==> src/rtl/store_align_buffer.sv <==
// Store buffer between the M stage and data memory: aligns, lane-replicates and
// strobes each store at enqueue, then issues entries to memory in FIFO order.
module store_align_buffer #(
  parameter int ADDR_W = 32,
  parameter int DEPTH  = 4
) (
  input  logic                       clk,
  input  logic                       rst,
  input  logic                       flush,
  input  logic                       req_valid,
  output logic                       req_ready,
  input  logic [1:0]                 req_size,
  input  logic [ADDR_W-1:0]          req_addr,
  input  logic [31:0]                req_data,
  output logic                       mem_valid,
  input  logic                       mem_ready,
  output logic [ADDR_W-1:0]          mem_addr,
  output logic [31:0]                mem_wdata,
  output logic [3:0]                 mem_wstrb,
  output logic                       err_valid,
  output logic [ADDR_W-1:0]          err_addr,
  output logic [$clog2(DEPTH):0]     count
);

  localparam int PW = $clog2(DEPTH);
  localparam int CW = PW + 1;

  // Handshakes: a request transfers on req_valid && req_ready && !flush; a memory
  // beat transfers on mem_valid && mem_ready. Payload is held while not accepted.

  logic [ADDR_W-1:0] q_addr  [DEPTH];
  logic [31:0]       q_wdata [DEPTH];
  logic [3:0]        q_wstrb [DEPTH];

  logic [PW-1:0] rd_ptr;
  logic [PW-1:0] wr_ptr;

  logic [31:0] al_wdata;
  logic [3:0]  al_wstrb;
  logic        misaligned;
  logic        take;
  logic        enq;
  logic        deq;
  logic        err_set;

  always_comb begin
    al_wdata   = req_data;
    al_wstrb   = 4'b0000;
    misaligned = 1'b0;
    case (req_size)
      2'd0: begin
        al_wdata = {4{req_data[7:0]}};
        al_wstrb = 4'b0001 << req_addr[1:0];
      end
      2'd1: begin
        al_wdata   = {2{req_data[15:0]}};
        al_wstrb   = req_addr[1] ? 4'b1100 : 4'b0011;
        misaligned = req_addr[0];
      end
      2'd2: begin
        al_wdata   = req_data;
        al_wstrb   = 4'b1111;
        misaligned = (req_addr[1:0] != 2'b00);
      end
      default: misaligned = 1'b1;
    endcase
  end

  assign req_ready = (count != CW'(DEPTH));
  assign mem_valid = (count != '0);

  assign take    = req_valid && req_ready && !flush;
  assign enq     = take && !misaligned;
  assign err_set = take && misaligned;
  assign deq     = mem_valid && mem_ready;

  assign mem_addr  = q_addr[rd_ptr];
  assign mem_wdata = q_wdata[rd_ptr];
  assign mem_wstrb = q_wstrb[rd_ptr];

  always_ff @(posedge clk) begin
    if (!rst && enq) begin
      q_addr[wr_ptr]  <= {req_addr[ADDR_W-1:2], 2'b00};
      q_wdata[wr_ptr] <= al_wdata;
      q_wstrb[wr_ptr] <= al_wstrb;
    end
  end

  always_ff @(posedge clk) begin
    if (rst) begin
      count     <= '0;
      rd_ptr    <= '0;
      wr_ptr    <= '0;
      err_valid <= 1'b0;
      err_addr  <= '0;
    end else begin
      err_valid <= err_set;
      if (err_set) err_addr <= req_addr;
      if (deq) rd_ptr <= rd_ptr + PW'(1);
      if (flush) begin
        // Keep only the head: the slot after it becomes the next write slot,
        // which also equals the advanced read pointer if the head leaves now.
        wr_ptr <= rd_ptr + PW'(mem_valid);
        count  <= (mem_valid && !deq) ? CW'(1) : '0;
      end else begin
        if (enq) wr_ptr <= wr_ptr + PW'(1);
        case ({enq, deq})
          2'b10:   count <= count + CW'(1);
          2'b01:   count <= count - CW'(1);
          default: count <= count;
        endcase
      end
    end
  end

endmodule

==> config.mk <==
export PLATFORM = sky130hd
export DESIGN_NAME = store_align_buffer
export DESIGN_NICKNAME = d
export VERILOG_FILES = /design/src/rtl/store_align_buffer.sv
export SDC_FILE = /design/constraint.sdc
export NUM_CORES = 1
export LEC_CHECK = 0
export CAP_MARGIN = 20
export CORE_MARGIN = 4
export CORE_UTILIZATION = 35
export CTS_CLUSTER_DIAMETER = 60
export DETAILED_ROUTE_END_ITERATION = 10
export PLACE_DENSITY = 0.67
export REMOVE_ABC_BUFFERS = 1
export SLEW_MARGIN = 20
export SYNTH_ARGS = -nofsm -noshare
export SYNTH_HDL_FRONTEND = slang
export SYNTH_SLANG_ARGS = --single-unit
==> constraint.sdc <==
create_clock -name clk -period 6.5 [get_ports clk]
set_input_delay 1.3 -clock clk [delete_from_list [all_inputs] [get_ports clk]]
set_output_delay 1.3 -clock clk [all_outputs]
set_load 0.005 [all_outputs]
==> results.sh <==
export IMPL_antenna_cells=0
export IMPL_postCtsSetupRepairBufs=0
export IMPL_ctsResizeCount=0
export IMPL_grt_pass1_wl_um=40000
export IMPL_grt_max_degree=67
export IMPL_grt_pass1_vias=6387
export IMPL_synth_common_cells="edfxtp_1, mux4_2, dfxtp_1, a21oi_1, o21ai_0"
export IMPL_clock_latency_ns=0.54
export IMPL_hpwl_um=16200
export IMPL_finalSetupViolCount=0
export IMPL_cp_required_ns=5.20
export IMPL_cts_tree="yes"
export IMPL_synth_area_per_cell_um2=19.0
export IMPL_cts_sinks=306
export IMPL_yosys_warnings=0
export IMPL_ctsHoldBuffers=0
export IMPL_synth_ff_type="edfxtp_1"
export IMPL_drive_gt1_share_pct=18.8
export IMPL_min_to="err_addr[9]"
export IMPL_core_um2=32900
export IMPL_hold_path_depth=2
export IMPL_p_switching_mw=0.825
export IMPL_clock_fmax_mhz=241
export IMPL_internal_power_mw=3.41
export IMPL_post_route_drc_count=0
export IMPL_syn_to_final_growth_pct=27.3
export IMPL_synth_area_top_cells="edfxtp_1, mux4_2, dfxtp_1"
export IMPL_start_kind="flip-flop"
export IMPL_fin_crit_ns=4.14
export IMPL_start_util_pct=35.9
export IMPL_dr_pass1_iters=5
export IMPL_crit_path_top_delay_cell="dfxtp_4"
export IMPL_ys_seq_elements=306
export IMPL_drt_wirelength_per_cell_um=21.3
export IMPL_yosysTopAreaCellShare_pct=67.2
export IMPL_maxCapViolations=0
export IMPL_fin_setup_tns_ns=0
export IMPL_dieArea_um2=36700
export IMPL_switching_share_pct=19.5
export IMPL_antenna_left=0
export IMPL_pwr_share_comb_pct=5.2
export IMPL_slowest_delay_ns=0.73
export IMPL_synthCells=621
export IMPL_fin_nets=869
export IMPL_fin_area_um2=15000
export IMPL_hold_viol_final=0
export IMPL_wl_um=26800
export IMPL_clockBufferDepth=3
export IMPL_chipHeight_um=192
export IMPL_max_slew_margin_pct=30.2
export IMPL_worst_pin_slew_ns=1.05
export IMPL_gr_total_overflow=0
export IMPL_final_util_pct=45.7
export IMPL_criticalPathCategory="flip-flop to primary output"
export IMPL_io_pins=177
export IMPL_p_leak_nw=4.72
export IMPL_grtUsageTotal_pct=14.2
export IMPL_cts_root_buf="clkbuf_16"
export IMPL_rows=66
export IMPL_powerDensity_nw_per_um2=282
export IMPL_slew_viol_final=0
export IMPL_htree_levels=1
export IMPL_crit_path_cell_trace="buf_4 > mux4_2 > clkdlybuf4s50_1"
export IMPL_seq_power_share_pct=51.1
export IMPL_rsz0062_at_grt="no"
export IMPL_dieWidth_um=192
export IMPL_finClkSkew_ns=0.0126
export IMPL_peakVddDrop_mv=0.202
export IMPL_drt_initial_drc_count=638
export IMPL_holdCritStartpoint="err_addr[9]"
export IMPL_antenna_found_initial=0
export IMPL_status="finished, final reports clean"
export IMPL_fillers=2817
export IMPL_async_flop_share_pct=0
export IMPL_crit_fanout=28
export IMPL_synth_area_um2=11800
export IMPL_hold_path_class="flip-flop to flip-flop"
export IMPL_synth_edf_count=264
export IMPL_reg2reg_from="count[1]"
export IMPL_synth_cell_type_count=40
export IMPL_seq_area_frac_synth_pct=74.3
export IMPL_cp_end_kind="primary output"
export IMPL_numCtsBuffers=30
export IMPL_cts_reportedPaths_clkPinSlew_ns=0.06
export IMPL_fin_crit_sh_pct=63.7
export IMPL_io_buffers=174
export IMPL_placed_area_um2=14000
export IMPL_reg2reg_slack_ns=3.25
export IMPL_cp_arrival_ns=2.84
export IMPL_synth_top_area_cell="edfxtp_1"
export IMPL_pwr_share_clk_pct=43.6
export IMPL_vias=6289
export IMPL_gp_congestion=0.738
export IMPL_reg2reg_to="q_wdata[2][26]"
export IMPL_yosysMostFrequentCell="edfxtp_1"
export IMPL_vias_per_cell=5.00
export IMPL_reg2regPathDepth=4
==> registers in the layout (all words and copies together), names as in the netlist, named ones only <==
register	flops
err_valid	1
err_addr	32
q_wstrb	16
count	3
wr_ptr	2
q_wdata	128
q_addr	120
rd_ptr	2
==> cell usage in the layout, fill, tap and decap left out, types with 2 or more instances in the layout <==
cell type / count
buf_4: 5
ha_1: 5
clkinv_2: 4
o21ai_1: 4
edfxtp_1: 264
conb_1: 2
clkbuf_16: 32
nor3_1: 2
xor2_1: 3
dfxtp_4: 2
nor2_1: 13
a21oi_1: 40
o21ai_0: 37
xnor2_1: 2
clkinv_1: 3
clkdlybuf4s50_1: 173
nand2_1: 11
clkbuf_8: 5
bufinv_16: 5
mux2_2: 16
and2_4: 4
dfxtp_1: 40
clkbuf_1: 6
mux2i_1: 10
nand3_1: 34
nor3_2: 3
mux4_2: 68
inv_1: 5
==> through the flow <==
| step | setup slack [ns] | hold slack [ns] | power [mW] | instances |
|---|---|---|---|---|
| after detailed placement | 1.78 | 0.466 | 2.43 | 1202 |
| after CTS | 2.23 | 0.475 | 4.27 | 1257 |
| final | 2.36 | 0.475 | 4.24 | 1257 |
| after global routing | 2.11 | 0.497 | 4.37 | 1257 |
| after floorplan | 1.73 | 0.464 | 2.29 | 581 |
| after global placement | 1.90 | 0.461 | 2.43 | 1202 |
==> area by class of cell <==
| type | instances | area [um^2] | area share, % |
|---|---|---|---|
| sequential | 306 | 8780 | 58.4 |
| multi-input combinational | 270 | 2830 | 18.8 |
| timing repair buffer | 179 | 1770 | 11.8 |
| clock buffer | 43 | 892 | 5.94 |
| tap | 442 | 553 | 3.68 |
| clock inverter | 12 | 181 | 1.21 |
| inverter | 5 | 18.8 | 0.125 |
==> power by group through the flow <==
stage	Sequential, mW	Combinational, mW	Clock (mW)
after floorplan	2.21	0.0779	0
after global placement	2.21	0.220	0
after detailed placement	2.21	0.225	0
after CTS	2.17	0.226	1.88
after global routing	2.17	0.242	1.96
final	2.17	0.222	1.85
==> critical path, delay by kind of cell (launching register included) <==
| family | cells | cell delay, ns |
|---|---|---|
| buffers and inverters | 2 | 0.95 |
| flip-flops | 1 | 0.73 |
| multiplexers | 1 | 0.60 |
==> cell families (layout without fill, tap and decap cells) <==
family	Yosys count	count (layout)	share of synthesized area, %
compound gates	87	87	4.03
mux	94	94	15.4
xor+xnor	5	5	0.371
buf+inv	46	239	1.93
fa+ha+maj	6	6	0.700
flops	306	306	74.3
simple gates	76	76	3.30
other cells	1	2	0.0318
==> per-layer routing <==
metal / vias up / share of wire (%) / GRT usage [%]
met5: - / 0 / 0
met4: 0 / 1.5 / 2.35
met3: 27 / 7.0 / 2.53
met2: 246 / 48 / 23.1
met1: 3185 / 43 / 20.6
li1: 2831 / - / -
==> worst max path at each step <==
stage / startpoint / endpoint / cells after the start
final: flip-flop / mem_wdata[11] / 3
after global routing: flip-flop / mem_wdata[11] / 3
after CTS: flip-flop / mem_wdata[27] / 3
after detailed placement: flush / q_wdata[1][26] / 5
after global placement: flush / q_wdata[3][26] / 5
after floorplan: flip-flop / mem_addr[10] / 1
Power figures use the tool's default switching activity.
